<file path="config.mk">
export PLATFORM = sky130hd
export DESIGN_NAME = srff_cmd_arbiter_flat
export DESIGN_NICKNAME = d
export VERILOG_FILES = /design/src/rtl/srff_cmd_arbiter_if.sv /design/src/rtl/srff_cmd_arbiter.sv /design/src/flat_wrapper.sv
export SDC_FILE = /design/constraint.sdc
export NUM_CORES = 1
export LEC_CHECK = 0
export CORE_MARGIN = 1
export CORE_UTILIZATION = 30
export DETAILED_ROUTE_END_ITERATION = 8
export PLACE_DENSITY = 0.66
export SETUP_SLACK_MARGIN = 0.02
export SLEW_MARGIN = 20
export SYNTH_ARGS = -nofsm -noshare
export SYNTH_HDL_FRONTEND = slang
export SYNTH_SLANG_ARGS = --single-unit
</file>
<file path="constraint.sdc">
create_clock -name clk -period 2.74 [get_ports clk]
set_input_delay 0.411 -clock clk [delete_from_list [all_inputs] [get_ports clk]]
set_output_delay 0.411 -clock clk [all_outputs]
set_load 0.01 [all_outputs]
</file>
<file path="src/rtl/srff_cmd_arbiter_if.sv">
// Requester-side bundle for srff_cmd_arbiter: command request,
// round-robin grant and completion/status flags.
interface srff_cmd_arbiter_if #(
  parameter int NREQ = 4,
  parameter int AW   = 3
) ();
  logic [NREQ-1:0]    req;
  logic [NREQ-1:0]    cmd_set;
  logic [NREQ*AW-1:0] cmd_addr;
  logic [NREQ-1:0]    gnt;
  logic               busy;
  logic               done;
  logic               err;

  modport master (
    output req, cmd_set, cmd_addr,
    input  gnt, busy, done, err
  );

  modport slave (
    input  req, cmd_set, cmd_addr,
    output gnt, busy, done, err
  );
endinterface

</file>
<file path="src/rtl/srff_cmd_arbiter.sv">
// srff_cmd_arbiter: round-robin set/reset command arbiter for an SR bank.
// Define SRFF_VERIFY_EN to add a CHECK state that reads q_in back.
module srff_cmd_arbiter #(
  parameter int NREQ  = 4,
  parameter int NFLAG = 8,
  parameter int AW    = 3
) (
  input  logic              clk,
  input  logic              rst,
  srff_cmd_arbiter_if.slave bus,
  output logic [NFLAG-1:0]  s_out,
  output logic [NFLAG-1:0]  r_out,
  input  logic [NFLAG-1:0]  q_in
);
  localparam int IW = (NREQ > 1) ? $clog2(NREQ) : 1;
  localparam logic [IW:0] NREQ_W = (IW+1)'(NREQ);
  localparam logic [NREQ-1:0] ONE = NREQ'(1);

  typedef enum logic [1:0] {
    IDLE  = 2'd0,
    ISSUE = 2'd1
`ifdef SRFF_VERIFY_EN
    , CHECK = 2'd2
`endif
  } state_t;

  state_t            state_q, state_d;
  logic [IW-1:0]     rr_q, rr_d;
  logic [IW-1:0]     idx_q, idx_d;
  logic              op_q, op_d;
  logic [AW-1:0]     addr_q, addr_d;
  logic [NREQ-1:0]   gnt_q, gnt_d;
  logic [NFLAG-1:0]  s_q, s_d;
  logic [NFLAG-1:0]  r_q, r_d;
  logic              busy_q, busy_d;
  logic              done_q, done_d;
  logic              err_q, err_d;

  logic [2*NREQ-1:0] req2;
  logic [NREQ-1:0]   req_rot;
  logic [IW-1:0]     off;
  logic [IW:0]       sum;
  logic              found;
  logic [IW-1:0]     pick;
  logic              pick_op;
  logic [AW-1:0]     pick_addr;
  logic [NFLAG-1:0]  pick_oh;
  logic              addr_oor;

  // Rotate requests so the rr pointer sits at bit 0, then take the lowest.
  always_comb begin
    req2    = {bus.req, bus.req} >> rr_q;
    req_rot = req2[NREQ-1:0];
    found   = |bus.req;
    off     = '0;
    for (int k = NREQ-1; k >= 0; k--) begin
      if (req_rot[k]) off = IW'(k);
    end
    sum  = {1'b0, rr_q} + {1'b0, off};
    pick = (sum >= NREQ_W) ? IW'(sum - NREQ_W) : IW'(sum);
  end

  always_comb begin
    pick_op   = 1'b0;
    pick_addr = '0;
    for (int i = 0; i < NREQ; i++) begin
      if (pick == IW'(i)) begin
        pick_op   = bus.cmd_set[i];
        pick_addr = bus.cmd_addr[i*AW +: AW];
      end
    end
    for (int f = 0; f < NFLAG; f++) begin
      pick_oh[f] = (pick_addr == AW'(f));
    end
  end

  assign addr_oor = (int'(addr_q) >= NFLAG);

`ifdef SRFF_VERIFY_EN
  logic q_sel;
  always_comb begin
    q_sel = 1'b0;
    for (int f = 0; f < NFLAG; f++) begin
      if (addr_q == AW'(f)) q_sel = q_in[f];
    end
  end
`else
  logic unused_q;
  assign unused_q = ^{q_in, op_q};
`endif

  always_comb begin
    state_d = state_q;
    rr_d    = rr_q;
    idx_d   = idx_q;
    op_d    = op_q;
    addr_d  = addr_q;
    gnt_d   = '0;
    s_d     = '0;
    r_d     = '0;
    done_d  = 1'b0;
    err_d   = err_q;
    case (state_q)
      IDLE: begin
        if (found) begin
          state_d = ISSUE;
          idx_d   = pick;
          op_d    = pick_op;
          addr_d  = pick_addr;
          gnt_d   = ONE << pick;
          if (pick_op) s_d = pick_oh;
          else         r_d = pick_oh;
        end
      end
      ISSUE: begin
        rr_d   = (idx_q == IW'(NREQ-1)) ? '0 : idx_q + 1'b1;
        done_d = 1'b1;
        if (addr_oor) err_d = 1'b1;
`ifdef SRFF_VERIFY_EN
        state_d = CHECK;
`else
        state_d = IDLE;
`endif
      end
`ifdef SRFF_VERIFY_EN
      CHECK: begin
        state_d = IDLE;
        if (!addr_oor && (q_sel != op_q)) err_d = 1'b1;
      end
`endif
      default: state_d = IDLE;
    endcase
    busy_d = (state_d != IDLE);
  end

  always_ff @(posedge clk) begin
    if (rst) begin
      state_q <= IDLE;
      rr_q    <= '0;
      idx_q   <= '0;
      op_q    <= 1'b0;
      addr_q  <= '0;
      gnt_q   <= '0;
      s_q     <= '0;
      r_q     <= '0;
      busy_q  <= 1'b0;
      done_q  <= 1'b0;
      err_q   <= 1'b0;
    end else begin
      state_q <= state_d;
      rr_q    <= rr_d;
      idx_q   <= idx_d;
      op_q    <= op_d;
      addr_q  <= addr_d;
      gnt_q   <= gnt_d;
      s_q     <= s_d;
      r_q     <= r_d;
      busy_q  <= busy_d;
      done_q  <= done_d;
      err_q   <= err_d;
    end
  end

  assign bus.gnt  = gnt_q;
  assign bus.busy = busy_q;
  assign bus.done = done_q;
  assign bus.err  = err_q;
  assign s_out    = s_q;
  assign r_out    = r_q;
endmodule

</file>
<file path="src/flat_wrapper.sv">
// flat-port wrapper written by rule: the top's interface ports become plain ports
module srff_cmd_arbiter_flat 
#(
  parameter int NREQ  = 4,
  parameter int NFLAG = 8,
  parameter int AW    = 3
)
  (clk, rst, s_out, r_out, q_in, bus_req, bus_cmd_set, bus_cmd_addr, bus_gnt, bus_busy, bus_done, bus_err);
  srff_cmd_arbiter_if #(.NREQ(NREQ), .AW(AW)) bus_i ();
  input  logic clk;
  input  logic rst;
  output logic [NFLAG-1:0] s_out;
  output logic [NFLAG-1:0] r_out;
  input  logic [NFLAG-1:0] q_in;
  input wire logic [$bits(bus_i.req)-1:0] bus_req;
  input wire logic [$bits(bus_i.cmd_set)-1:0] bus_cmd_set;
  input wire logic [$bits(bus_i.cmd_addr)-1:0] bus_cmd_addr;
  output wire logic [$bits(bus_i.gnt)-1:0] bus_gnt;
  output wire logic [$bits(bus_i.busy)-1:0] bus_busy;
  output wire logic [$bits(bus_i.done)-1:0] bus_done;
  output wire logic [$bits(bus_i.err)-1:0] bus_err;
  assign bus_i.req = bus_req;
  assign bus_i.cmd_set = bus_cmd_set;
  assign bus_i.cmd_addr = bus_cmd_addr;
  assign bus_gnt = bus_i.gnt;
  assign bus_busy = bus_i.busy;
  assign bus_done = bus_i.done;
  assign bus_err = bus_i.err;
  srff_cmd_arbiter #(.NREQ(NREQ), .NFLAG(NFLAG), .AW(AW)) u_core (.clk(clk), .rst(rst), .bus(bus_i), .s_out(s_out), .r_out(r_out), .q_in(q_in));
endmodule
</file>
After elaboration in Yosys (flattened, before gate mapping)
Cells that the tools add are included.

word-level totals
  flip-flop bits (word level) = 28
  latch bits = 0
  memory bits (writable) = 0
  bits in read-only memories = 0
  input port bits = 30
  output and inout bits = 23
  logic and storage cells = 55
  memories = 0

cells by class
  add/subtract/negate cells = 3
  multipliers = 0
  div/mod/pow operators = 0
  magnitude comparators = 1
  equal/unequal tests = 12
  shifts and indexed selects = 2
  mux-type cells = 17
  bitwise operators = 3
  reduce and logical (&&, ||, !) cells = 9

operators by type and width
  kind                 number
  $mux 2               8
  $eq 3x3->1 const B   4
  $mux 3               4
  $reduce_or 4->1      3
  $shr 8x2->4          1
  $eq 2x2->1 const B   3
  $eq 3x2->1 const B   2
  $mux 1               5
  $eq 2x1->1 const B   2
  $logic_not 2->1      2
  $shl 1x2->4 const A  1
  $add 2x2->3          1
  $eq 3x1->1 const B   1
  $ge 3x3->1 const B   1
  $logic_not 3->1      1
  $not 1->1            3
  $reduce_or 3->1      1
  $add 2x1->2 const B  1
  $reduce_and 2->1     1
  $reduce_bool 2->1    1
  $sub 2x1->2 const B  1

Logic depth before layout (Yosys ltp)
  word-level depth = 15
  mapped depth = 11
  depth with buffers taken out = 10

Least setup slack after synthesis
No wires, ideal clock.

  kind = input port to flip-flop
  start point = in bus_req[2]
  end point = reg u_core.r_q[1] (netlist: u_core.r_out[1])
  library setup time = 0.072 ns
  data arrival time = 2.260 ns
  required time = 2.668 ns
  path slack = 0.408 ns
  stages on the path = 9
  path buffers = 2
  cell sequence = buf_2 or4_1 o211ai_1 ha_1 buf_2 o32a_1 nor2_1 nand2_1 mux2i_1

on the way
  word-level cells in the longest chain between the ends = 14
  elaborated cells on any way between the ends = 25
  classes of those cells = add/sub: 2; order compare: 1; eq/ne: 4; shift: 1; mux: 13; bitwise: 1; reduce/logical: 3

RTL lines
  what                                                  line                     source
  start, declared                                       flat_wrapper.sv:15       input wire logic [$bits(bus_i.req)-1:0] bus_req;
  $shr 8x2->4 *                                         srff_cmd_arbiter.sv:52   req2 = {bus.req, bus.req} >> rr_q;
  $mux 2 (3 in a row)                                   srff_cmd_arbiter.sv:57   if (req_rot[k]) off = IW'(k);
  $mux 2 *                                              srff_cmd_arbiter.sv:57
  $add 2x2->3 *                                         srff_cmd_arbiter.sv:59   sum = {1'b0, rr_q} + {1'b0, off};
  $ge 3x3->1 / $sub 2x1->2 (equally long branches)      srff_cmd_arbiter.sv:60   pick = (sum >= NREQ_W) ? IW'(sum - NREQ_W) : IW'(sum);
  $mux 2 *                                              srff_cmd_arbiter.sv:60
  via u_core.pick[0]                                    srff_cmd_arbiter.sv:44   logic [IW-1:0] pick;
  $logic_not 2->1                                       srff_cmd_arbiter.sv:67   if (pick == IW'(i)) begin
  $mux 3 / $mux 1 (equally long branches) (4 in a row)  srff_cmd_arbiter.sv:67
  $eq 3x1->1 / $reduce_or 4->1 (equally long branches)  -
  end signal, assigned                                  srff_cmd_arbiter.sv:157  r_q <= r_d;
  end, declared                                         srff_cmd_arbiter.sv:34   logic [NFLAG-1:0] r_q, r_d;

The timed path passes the listed nets; every way through them passes the cells marked *.
A chain may end at the register's enable or synchronous reset.

Worst setup path in the final report
  start point = in bus_req[2]
  end point = reg u_core.r_q[7] (netlist: u_core.r_out[7])

on the way
  word-level cells in the longest chain between the ends = 14
  elaborated cells on any way between the ends = 25
  classes of those cells = add/sub: 2; order compare: 1; eq/ne: 4; shift: 1; mux: 13; bitwise: 1; reduce/logical: 3

RTL lines
  what                                                  line
  $shr 8x2->4 *                                         srff_cmd_arbiter.sv:52
  $mux 2 (3 in a row)                                   srff_cmd_arbiter.sv:57
  $mux 2 *                                              srff_cmd_arbiter.sv:57
  $add 2x2->3 *                                         srff_cmd_arbiter.sv:59
  $ge 3x3->1 / $sub 2x1->2 (equally long branches)      srff_cmd_arbiter.sv:60
  $mux 2 *                                              srff_cmd_arbiter.sv:60
  via u_core.pick[0]                                    srff_cmd_arbiter.sv:44
  $logic_not 2->1                                       srff_cmd_arbiter.sv:67
  $mux 3 / $mux 1 (equally long branches) (4 in a row)  srff_cmd_arbiter.sv:67
  $eq 3x3->1 / $reduce_or 4->1 (equally long branches)  -

Marks and branches as above.

==> impl_metrics.ini <==
[min_path]
hold_path_depth = 2
hold_path_end = u_core.idx_q[0]
hold_path_startpoint = u_core.idx_q[0]
hp-class = reg -> reg

[logic_synthesis]
synth-seq-cells = 28
ys_top_cells_by_count = nand2_1, dfxtp_1, nor2_1
synth_flop_cell = dfxtp_1
yosys-top-cells-area = dfxtp_1, mux2i_1, nand2_1, nor2_1, o32ai_1
async_flop_share_pct = 0
yosysMostFrequentCell = nand2_1
syn_avg_cell_area_um2 = 8.140
synth_area_mm2 = 0.001498
ys_types = 33
synth_edf_count = 0
ys_seq_area_share_pct = 37.43
yosys_warnings = 0
syn_inst = 184
synth_top_area_share_pct = 37.43
synth_area_leader_cell = dfxtp_1

[critical_path]
path_depth = 10
cp_top_family = buffers and inverters
ff2ff_path_depth = 9
cp_data_arrival_time_ns = 2.80
cp-start-kind = primary input
critical_path.most_common_cell = buf_4
slowest_stage = or4_1
cp_max_fo = 23
rr_startpoint = u_core.rr_q[0]
critPathKind = in -> reg
cp_slowest_stage_delay_ns = 0.52
cp.required_ns = 2.93
cp-end-kind = flop
crit_chain = clkdlybuf4s50_1 > or4_1 > o211ai_1 > ha_1 > buf_12 > buf_4 > o32ai_2 > buf_4 > nand2_1 > mux2i_1
crit_buf_inv = 4
reg2reg_to = u_core.r_out[7]
r2r_setup_slack_ns = 0.24

[clock_network]
insertion_delay_ns = 0.27
post_cts_resized = 0
htreeDepth = 1
cts.root.buffer_cell = clkbuf_8
cts_tree = built
holdBufCountCts = 0
cts_setup_buffers = 0
cts.sinks = 28
cts.reportedPaths.clkPinSlew_ns = 0.09
numCtsBuffers = 3
clk_path_buf_depth = 2

[sta]
hold_violations = 0
fmax_ghz = 0.3830
holdWs_ns = 0.4866
fin_crit_ns = 2.611
slew_violations = 0
rsz0062_at_grt = false
fin_skew_ns = 0.002329
setup_viol = 0
post-route-period-util_pct = 95.28

[route]
met2_length_mm = 1.539
wl_met1_mm = 1.650
routed.top_layer = met4
viasPerCell = 4.597
ant_nets = 0
drc = 0
num_vias = 1425
first_pass_iters = 4
drtIter0Drc = 82
drt-total-wl_mm = 3.314
wl_per_cell_um = 10.69
wl_met3_um = 78

[global_routing]
antenna_found_initial = 0
overflow = 0
grt_max_degree = 24
grt_pass1_wl_mm = 5.664
grt_pass1_vias = 1297
grt.total_usage_pct = 13.69

[cells_and_area]
area_growth_pct = 47.29
fillCellCount = 488
n_antenna_cell = 0
nets = 276
final_cells = 310
fin_area_mm2 = 0.002206
fin_util_pct = 46.39
drive_gt1_share_pct = 14.40

[floorplanning]
dieArea_mm2 = 0.005279
die_w_um = 72.66
initial_utilization_pct = 31.50
die_h_um = 72.66
coreArea_mm2 = 0.004755
io_pins = 53
rows = 25

[pwr]
p_per_area_mw_per_mm2 = 434.9
finalPower_mw = 0.9592
p_leak_nw = 0.8749
ir_worst_vdd_v = 0.0002037

[placed_design]
routabilityCongestion = 0.8293
place_hpwl_mm = 2.610
port_buffers = 43
dpl_cell_area_mm2 = 0.002123
dp.cells = 306

[job]
drv_cap = 0

[run_status]
status = finished clean
-- through the flow --
step | setup WS (ns) | setup TNS (ns)
after floorplan | 0.4080 | 0
after detailed placement | -0.1858 | -1.729
after global placement | -0.1254 | -1.152
after global routing | 0.02156 | 0
final | 0.1293 | 0
after CTS | 0.1043 | 0
-- worst max path at each step --
| stage | from | end | slack [ns] |
|---|---|---|---|
| 3_3_place_gp | bus_req[3] | u_core.r_out[1] | -0.13 |
| 4_1_cts | bus_req[3] | u_core.r_out[7] | 0.10 |
| 6_report | bus_req[2] | u_core.r_out[7] | 0.13 |
| 5_1_grt | bus_req[2] | u_core.r_out[1] | 0.02 |
| 2_1_floorplan | bus_req[2] | u_core.r_out[1] | 0.41 |
| 3_5_place_dp | bus_req[3] | u_core.r_out[7] | -0.19 |
-- metal layers --
metal	vias to the layer above	GRT usage [%]
met2	28	22.33
met5	-	0
li1	742	-
met3	4	1.243
met4	0	5.229
met1	651	18.76
-- area by class of cell --
| class | count | area, um2 | share of cell area [%] |
|---|---|---|---|
| sequential | 28 | 560.5 | 25.41 |
| timing repair buffer | 64 | 615.6 | 27.91 |
| multi-input combinational | 134 | 842.1 | 38.17 |
| clock buffer | 4 | 55.05 | 2.496 |
| tap | 67 | 83.83 | 3.800 |
| inverter | 13 | 48.80 | 2.212 |
-- cells by family after synthesis --
kind of cell / after synthesis / share of synthesized area [%]
xor gates and xnor gates: 2 / 1.671
adders and majority gates: 2 / 1.671
other: 1 / 0.2504
muxes: 17 / 11.36
AOI/OAI and AO/OA: 26 / 13.37
and+or+nand+nor: 85 / 25.98
buffers and inverters: 23 / 8.270
DFF: 28 / 37.43
-- report_power, final --
part           internal (mW)  switching (mW)
clock                  0.128           0.118
sequential             0.420         0.00771
combinational          0.148           0.137
-- worst min-delay path, stage by stage, from the launching register on --
cell and delay, ns:
dfxtp_1 0.34, nand2_1 0.06, a21oi_1 0.05
-- cell usage in the layout, fill, tap and decap left out, types with 5 or more instances in the layout --
cell | synthesis | layout
a21oi_1 | 6 | 5
buf_4 | 3 | 19
dfxtp_1 | 28 | 28
mux2i_1 | 17 | 17
nand2b_1 | 6 | 6
inv_1 | 13 | 13
nor2_1 | 23 | 22
o32ai_1 | 8 | 7
nand2_1 | 40 | 40
clkdlybuf4s50_1 | 0 | 42
-- registers in the layout (all words and copies together), names as in the netlist --
signal and flops:
u_core.rr_q 2, u_core.bus.done 1, u_core.s_out 8, u_core.idx_q 2
u_core.bus.busy 1, u_core.r_out 8, u_core.state_q 2, u_core.bus.gnt 4
Note: power is estimated with default switching activity, not from simulation.
